<file path="config.mk">
export PLATFORM = sky130hd
export DESIGN_NAME = pllvr_reconfig_ctrl
export DESIGN_NICKNAME = d
export VERILOG_FILES = /design/src/rtl/pllvr_reconfig_ctrl.sv
export SDC_FILE = /design/constraint.sdc
export NUM_CORES = 1
export LEC_CHECK = 0
export CAP_MARGIN = 20
export CORE_ASPECT_RATIO = 0.9
export CORE_MARGIN = 8
export CORE_UTILIZATION = 50
export DETAILED_ROUTE_END_ITERATION = 8
export PLACE_DENSITY_LB_ADDON = 0.25
export SLEW_MARGIN = 5
export SYNTH_ARGS = -nofsm -noshare
export SYNTH_HDL_FRONTEND = slang
export SYNTH_SLANG_ARGS = --single-unit
</file>
<file path="constraint.sdc">
create_clock -name clk -period 6.1 [get_ports clk]
set_input_delay 0.61 -clock clk [delete_from_list [all_inputs] [get_ports clk]]
set_output_delay 0.61 -clock clk [all_outputs]
set_load 0.01 [all_outputs]
</file>
<file path="src/rtl/pllvr_reconfig_ctrl.sv">
// GW1NSR PLLVR sequencer: reset pulse, dynamic IDSEL/FBDSEL/ODSEL codes, qualified lock with retry.
// Optional LOCK_LOSS_RECOVER_EN: on lock loss in RUN, relock with the same codes instead of failing.
module pllvr_reconfig_ctrl #(
    parameter int unsigned RST_CYCLES   = 16,
    parameter int unsigned LOCK_TIMEOUT = 65535,
    parameter int unsigned LOCK_STABLE  = 256,
    parameter int unsigned MAX_RETRY    = 3,
    parameter logic [5:0]  DEF_IDSEL    = 6'd8,
    parameter logic [5:0]  DEF_FBDSEL   = 6'd3,
    parameter logic [5:0]  DEF_ODSEL    = 6'd32
) (
    input  logic       clk,
    input  logic       rst_n,
    input  logic       req,
    input  logic [5:0] req_idsel,
    input  logic [5:0] req_fbdsel,
    input  logic [5:0] req_odsel,
    output logic       ack,
    input  logic       pll_lock,
    output logic       pll_reset,
    output logic [5:0] pll_idsel,
    output logic [5:0] pll_fbdsel,
    output logic [5:0] pll_odsel,
    output logic       locked,
    output logic       busy,
    output logic       err
);

    localparam int unsigned CNT_TOP_A = (RST_CYCLES > LOCK_TIMEOUT) ? RST_CYCLES : LOCK_TIMEOUT;
    localparam int unsigned CNT_TOP   = (CNT_TOP_A > LOCK_STABLE) ? CNT_TOP_A : LOCK_STABLE;
    localparam int unsigned CNT_W     = (CNT_TOP < 1) ? 1 : $clog2(CNT_TOP + 1);
    localparam int unsigned RTY_W     = (MAX_RETRY < 1) ? 1 : $clog2(MAX_RETRY + 1);

    localparam logic [CNT_W-1:0] RST_LAST  = CNT_W'(RST_CYCLES - 1);
    localparam logic [CNT_W-1:0] TMO_LAST  = CNT_W'(LOCK_TIMEOUT - 1);
    localparam logic [CNT_W-1:0] STB_LAST  = CNT_W'(LOCK_STABLE - 1);
    localparam logic [RTY_W-1:0] RTY_LIMIT = RTY_W'(MAX_RETRY);

    typedef enum logic [2:0] {
        ST_RST       = 3'd0,
        ST_WAIT_LOCK = 3'd1,
        ST_STABLE    = 3'd2,
        ST_RUN       = 3'd3,
        ST_FAIL      = 3'd4
    } state_t;

    state_t           r_state;
    logic [CNT_W-1:0] r_cnt;
    logic [RTY_W-1:0] r_retry;
    logic             r_lock_meta;
    logic             r_lock_s;
    logic             r_pll_reset;
    logic [5:0]       r_idsel;
    logic [5:0]       r_fbdsel;
    logic [5:0]       r_odsel;
    logic             r_ack;
    logic             r_locked;
    logic             r_busy;
    logic             r_err;

    state_t           w_state_nx;
    logic [CNT_W-1:0] w_cnt_nx;
    logic [RTY_W-1:0] w_retry_nx;
    logic [5:0]       w_idsel_nx;
    logic [5:0]       w_fbdsel_nx;
    logic [5:0]       w_odsel_nx;
    logic             w_ack_nx;
    logic             w_attempt_fail;
    logic             w_accept;
    logic             w_pll_reset_nx;
    logic             w_locked_nx;
    logic             w_busy_nx;
    logic             w_err_nx;

    function automatic logic [CNT_W-1:0] sat_inc(input logic [CNT_W-1:0] v);
        if (v == {CNT_W{1'b1}}) begin
            sat_inc = v;
        end else begin
            sat_inc = v + CNT_W'(1);
        end
    endfunction

    // Two-flop synchronizer for the asynchronous PLL LOCK.
    always_ff @(posedge clk or negedge rst_n) begin
        if (!rst_n) begin
            r_lock_meta <= 1'b0;
            r_lock_s    <= 1'b0;
        end else begin
            r_lock_meta <= pll_lock;
            r_lock_s    <= r_lock_meta;
        end
    end

    // Next-state, counters, code latching; a failed attempt or an accepted request overrides the state step.
    always_comb begin
        w_state_nx     = r_state;
        w_cnt_nx       = r_cnt;
        w_retry_nx     = r_retry;
        w_idsel_nx     = r_idsel;
        w_fbdsel_nx    = r_fbdsel;
        w_odsel_nx     = r_odsel;
        w_ack_nx       = 1'b0;
        w_attempt_fail = 1'b0;
        w_accept       = 1'b0;
        case (r_state)
            ST_RST: begin
                if (r_cnt >= RST_LAST) begin
                    w_state_nx = ST_WAIT_LOCK;
                    w_cnt_nx   = '0;
                end else begin
                    w_cnt_nx = sat_inc(r_cnt);
                end
            end
            ST_WAIT_LOCK: begin
                if (r_lock_s) begin
                    w_state_nx = ST_STABLE;
                    w_cnt_nx   = '0;
                end else if (r_cnt >= TMO_LAST) begin
                    w_attempt_fail = 1'b1;
                end else begin
                    w_cnt_nx = sat_inc(r_cnt);
                end
            end
            ST_STABLE: begin
                if (!r_lock_s) begin
                    w_attempt_fail = 1'b1;
                end else if (r_cnt >= STB_LAST) begin
                    w_state_nx = ST_RUN;
                    w_cnt_nx   = '0;
                    w_retry_nx = '0;
                end else begin
                    w_cnt_nx = sat_inc(r_cnt);
                end
            end
            ST_RUN: begin
                if (req) begin
                    w_accept = 1'b1;
                end else if (!r_lock_s) begin
`ifdef LOCK_LOSS_RECOVER_EN
                    w_state_nx = ST_RST;
                    w_cnt_nx   = '0;
                    w_retry_nx = '0;
`else
                    w_state_nx = ST_FAIL;
                    w_cnt_nx   = '0;
`endif
                end else begin
                    w_state_nx = ST_RUN;
                end
            end
            ST_FAIL: begin
                if (req) begin
                    w_accept = 1'b1;
                end else begin
                    w_state_nx = ST_FAIL;
                end
            end
            default: begin
                w_state_nx = ST_RST;
                w_cnt_nx   = '0;
                w_retry_nx = '0;
            end
        endcase

        if (w_attempt_fail) begin
            w_cnt_nx = '0;
            if (r_retry < RTY_LIMIT) begin
                w_retry_nx = r_retry + RTY_W'(1);
                w_state_nx = ST_RST;
            end else begin
                w_state_nx = ST_FAIL;
            end
        end else if (w_accept) begin
            w_state_nx  = ST_RST;
            w_cnt_nx    = '0;
            w_retry_nx  = '0;
            w_idsel_nx  = req_idsel;
            w_fbdsel_nx = req_fbdsel;
            w_odsel_nx  = req_odsel;
            w_ack_nx    = 1'b1;
        end else begin
            w_ack_nx = 1'b0;
        end
    end

    // Status outputs follow the state being entered so they change on the same edge.
    always_comb begin
        w_pll_reset_nx = (w_state_nx == ST_RST) || (w_state_nx == ST_FAIL);
        w_locked_nx    = (w_state_nx == ST_RUN);
        w_busy_nx      = !((w_state_nx == ST_RUN) || (w_state_nx == ST_FAIL));
        w_err_nx       = (w_state_nx == ST_FAIL);
    end

    // State, counters and registered outputs.
    always_ff @(posedge clk or negedge rst_n) begin
        if (!rst_n) begin
            r_state     <= ST_RST;
            r_cnt       <= '0;
            r_retry     <= '0;
            r_pll_reset <= 1'b1;
            r_idsel     <= DEF_IDSEL;
            r_fbdsel    <= DEF_FBDSEL;
            r_odsel     <= DEF_ODSEL;
            r_ack       <= 1'b0;
            r_locked    <= 1'b0;
            r_busy      <= 1'b1;
            r_err       <= 1'b0;
        end else begin
            r_state     <= w_state_nx;
            r_cnt       <= w_cnt_nx;
            r_retry     <= w_retry_nx;
            r_pll_reset <= w_pll_reset_nx;
            r_idsel     <= w_idsel_nx;
            r_fbdsel    <= w_fbdsel_nx;
            r_odsel     <= w_odsel_nx;
            r_ack       <= w_ack_nx;
            r_locked    <= w_locked_nx;
            r_busy      <= w_busy_nx;
            r_err       <= w_err_nx;
        end
    end

    assign ack        = r_ack;
    assign pll_reset  = r_pll_reset;
    assign pll_idsel  = r_idsel;
    assign pll_fbdsel = r_fbdsel;
    assign pll_odsel  = r_odsel;
    assign locked     = r_locked;
    assign busy       = r_busy;
    assign err        = r_err;

endmodule

</file>
# Word-level counts from Yosys, hierarchy flattened
# Cells that the tools add are included.
# Widths: inputs -> output; s select.
# totals
register_bits	46
latch_bits	0
mem_bits_rw	0
romBits	0
out_inout_bits	23
wordCells	77
n_memories	0
# classes
addsub	2
multipliers	0
n_div	0
n_lt_le_gt_ge	4
n_eq_ne	12
shifts	0
mux	36
bitwise	1
n_reduce_logical	9
# op_table
cell	count
$mux 16	10
$pmux 16 s5	1
$mux 3	10
$add 16x1->16 const B	1
$eq 16x16->1 const B	1
$ge 16x16->1 const B	1
$ge 16x4->1 const B	1
$ge 16x8->1 const B	1
$pmux 3 s5	1
$ne 4x4->1 const B	3
$mux 2	5
$eq 3x2->1 const B	3
$mux 1	7
$eq 3x3->1 const B	2
$logic_not 3->1	2
$ne 5x5->1 const B	1
$reduce_and 5->1	1
$pmux 2 s2	1
$reduce_or 4->1	1
$eq 3x1->1 const B	1
$ne 3x3->1 const B	1
$add 2x1->2 const B	1
$logic_or 1x1->1	2
$lt 2x2->1 const B	1
other kinds (5)	5

# Depth between registers and ports, before layout
# logic_depth
ltp_word	9
mapped_depth	8

# Worst setup path after synthesis
# OpenSTA, ideal clock, no wires.
# synth_path
path_type	reg-to-reg
startpoint	register r_lock_s
endpoint	register r_cnt[13]
setup_ps	121
t_arrival_ps	1950
path_slack_ps	4030
path_stages_with_launch	7
synth_period_minus_slack_ps	2070
path_cell_list	dfrtp_1 > or4b_4 > or3_4 > o21a_4 > buf_6 > a31o_1 > a22o_1
# synth_via
elab_chain_len	4
word_cells_on_any_way	13
classes_between	5 x eq/ne; 7 x mux; 1 x reduce/logical
# synth_rtl
item	line	rtl
start: declaration	51	logic r_lock_s;
start signal: assignment	90	r_lock_s <= r_lock_meta;
$mux 1, or another cell as far along	125	if (!r_lock_s) begin
$pmux 1 s2 or $pmux 16 s5 (tied branches)	105	case (r_state)
$ne 5x5->1 (no source line), or another cell as far along	n/a	
$reduce_and 5->1 (no source line) or $mux 16 (tied branches)	n/a	
end signal: assignment	210	r_cnt <= w_cnt_nx;
end: declaration	48	logic [CNT_W-1:0] r_cnt;
# Several ways; a longest one is shown, not always the timed one.
# A chain may end at the register's enable or synchronous reset.

# Worst setup path after layout
# layout_path
startpoint	register r_cnt[11]
endpoint	register r_cnt[10]
# layout_via
elab_chain_len	7
word_cells_on_any_way	22
classes_between	3 x order compare; 6 x eq/ne; 12 x mux; 1 x reduce/logical
# layout_rtl
item
parallel branches: the longest is 7 deep, another holds $ge 16x16->1
# Several ways; the timed one is not identified. The select of a mux whose other input is x is not followed.

==> impl_metrics.ini <==
[status]
status = finished clean

[worst_setup_path]
crit_buf_inv = 1
crit_family = compound AO/OA/AOI/OAI gates
startpoint_type = register
cp.required_ps = 6290
cp_data_arrival_time_ps = 3130
r2r_slack_ps = 3150
crit_path_top_delay_cell = o221ai_1
max_stage_delay_ps = 820
end_kind = register
r2r_start = r_cnt[11]
crit_chain = nor4_1 > nand4_1 > o221ai_1 > buf_4 > nand2_1 > o41ai_1
rr_endpoint = r_cnt[10]
r2r_cells = 6
cp_max_fo = 12
crit_type = reg -> reg

[logic_synthesis]
ys_ff_latch = 46
syn_nets = 247
avgSynthCellArea_um2 = 10.4
synthCells = 222
syn_area_mm2 = 0.00232
ys_async_sr_fraction = 1.00
synth_edf_count = 0
synth_seq_area_share = 0.500
synth.distinct_cells = 50
synth_flop_cell = dfrtp_1
ys_warn_count = 0

[global_route]
antenna_found_initial = 0
grt_usage = 0.154
grt_max_degree = 47
grt_pass1_vias = 1847
grt-ovfl-total = 0
grt_pass1_wl_um = 8470

[route]
vias_per_cell = 5.98
dr.pass1.iters = 4
drt-initial-drc-count = 153
drc = 0
wl_um = 5110
vias = 1945
wire_per_inst_um = 15.7
ant_nets = 0

[sta]
layout_setup_ws_ps = 3150
slew_headroom = 0.303
fmax_mhz = 339
setup_viol = 0
finalSetupTns_ps = 0
report.final.slew_viol_count = 0
final-hold-violation-count = 0
tightestPinTransition_ps = 1050
post-route-min-period_ps = 2950
skew_ps = 7.14
whs_ps = 203
final.period_utilization = 0.483
grt_setup_unrepaired = no

[finish]
antennaDiodeCount = 0
final_common_cell = clkdlybuf4s50_1
nets = 287
stdcell_area_mm2 = 0.00291
area_growth_pct = 25.6
drive_gt1_frac = 0.148
final_cell_mix = clkdlybuf4s50_1 (43), dfrtp_1 (40), nand2_1 (20)

[clocking]
clock_latency_ps = 300
cts_tree = done
cts.repair.resized = 0
clock_sinks = 46
h-tree-depth = 2
cts_root_buffer = clkbuf_8
numCtsBuffers = 5
post_cts_buffers = 0
clk_pin_slew_worst_paths_ps = 80
clock_path_buffers = 2
holdBufCountCts = 0

[placement]
dp_slack_ps = 3210
dp.final_hpwl_um = 3590
placed_area_mm2 = 0.00279
finalWeightedCongestion = 0.855
io_buffers = 44

[power_and_ir_drop]
peakVddDrop_mv = 0.260
p_leak_nw = 1.20
totalPowerFinal_mw = 1.18
power_density_mw_per_mm2 = 406

[floorplan]
core_area_mm2 = 0.00446
io_pins = 45
die-area_mm2 = 0.00708
die_w_um = 87.8
die_h_um = 80.6
rows = 23
initial_core_util = 0.520

[job]
max-cap-violations = 0

[hold_path]
hp-class = in -> async
==> power by group <==
group	internal, mW	switching [mW]
Clock	0.123	0.0972
Sequential	0.404	0.0695
Combinational	0.254	0.236
Total	0.781	0.402
==> cell families (layout without fill, tap and decap cells) <==
logic type                 count (synthesis)  in the layout  synth area share
adders and majority gates                  3              3            0.0162
DFF                                       46             46             0.500
muxes                                     19             19            0.0917
AOI/OAI and AO/OA                         52             52             0.164
buffers and inverters                     22             63            0.0410
and+or+nand+nor                           80             80             0.187
==> registers in the layout, indices dropped and copies added, names as in the netlist <==
| name | count |
|---|---|
| r_lock_s | 1 |
| r_retry | 2 |
| r_lock_meta | 1 |
| pll_reset | 1 |
| pll_odsel | 6 |
| err | 1 |
| r_state | 3 |
| pll_fbdsel | 6 |
| busy | 1 |
| ack | 1 |
| locked | 1 |
| r_cnt | 16 |
| pll_idsel | 6 |
==> per-layer routing <==
metal / part of all wire / vias up / wire (um) / GRT usage
met5: 0 / - / 0 / 0
met4: 0.0063 / 0 / 32 / 0.0480
met3: 0.13 / 4 / 656 / 0.0999
met2: 0.45 / 80 / 2320 / 0.217
met1: 0.41 / 941 / 2110 / 0.185
li1: - / 920 / - / -
==> worst max-delay path by stage <==
| stage | from | endpoint | cells after the start | slack, ps |
|---|---|---|---|---|
| final | r_cnt[11] | r_cnt[10] | 6 | 3150 |
| after global routing | r_cnt[11] | r_cnt[10] | 6 | 2840 |
| after CTS | r_cnt[11] | r_cnt[10] | 6 | 3180 |
| after detailed placement | r_cnt[11] | r_cnt[10] | 6 | 3210 |
| after global placement | r_cnt[11] | r_cnt[11] | 6 | 3330 |
| after floorplan | r_lock_s | r_cnt[13] | 6 | 4030 |
==> cell usage after synthesis, types with 2 or more instances <==
cell | count | area, um^2
and2_1 | 2 | 12.5
nor3_1 | 2 | 10.0
or3_1 | 4 | 25.0
a21oi_1 | 2 | 10.0
dfrtp_1 | 40 | 1000
o2111ai_1 | 4 | 35.0
ha_1 | 3 | 37.5
buf_2 | 4 | 20.0
a211oi_1 | 2 | 15.0
inv_1 | 8 | 30.0
nor4_1 | 4 | 25.0
nor2_1 | 12 | 45.0
clkbuf_1 | 9 | 33.8
o21a_1 | 2 | 15.0
o22ai_1 | 4 | 25.0
a31oi_1 | 7 | 43.8
nand2_1 | 20 | 75.1
and3_1 | 2 | 12.5
o311ai_1 | 2 | 17.5
nand4_1 | 11 | 68.8
o211ai_1 | 7 | 52.6
dfstp_2 | 6 | 158
nand3_1 | 11 | 55.1
and4_1 | 2 | 17.5
a31o_1 | 2 | 17.5
mux2_2 | 18 | 203
o21ai_0 | 8 | 40.0
a22o_1 | 2 | 17.5
==> through the flow <==
| step | util | instances |
|---|---|---|
| 2_1_floorplan | - | 222 |
| 3_3_place_gp | 0.623 | 315 |
| 3_5_place_dp | 0.624 | 316 |
| 6_report | 0.653 | 325 |
| 5_1_grt | 0.653 | 325 |
| 4_1_cts | 0.648 | 324 |
==> cell type report <==
class / count / area (um^2)
Clock buffer: 7 / 76.3
Clock inverter: 1 / 30.0
Fill cell: 361 / 1550
Inverter: 8 / 30.0
Multi-Input combinational cell: 154 / 1070
Sequential cell: 46 / 1160
Tap cell: 62 / 77.6
Timing Repair Buffer: 47 / 470
(Power assumes the default switching activity.)
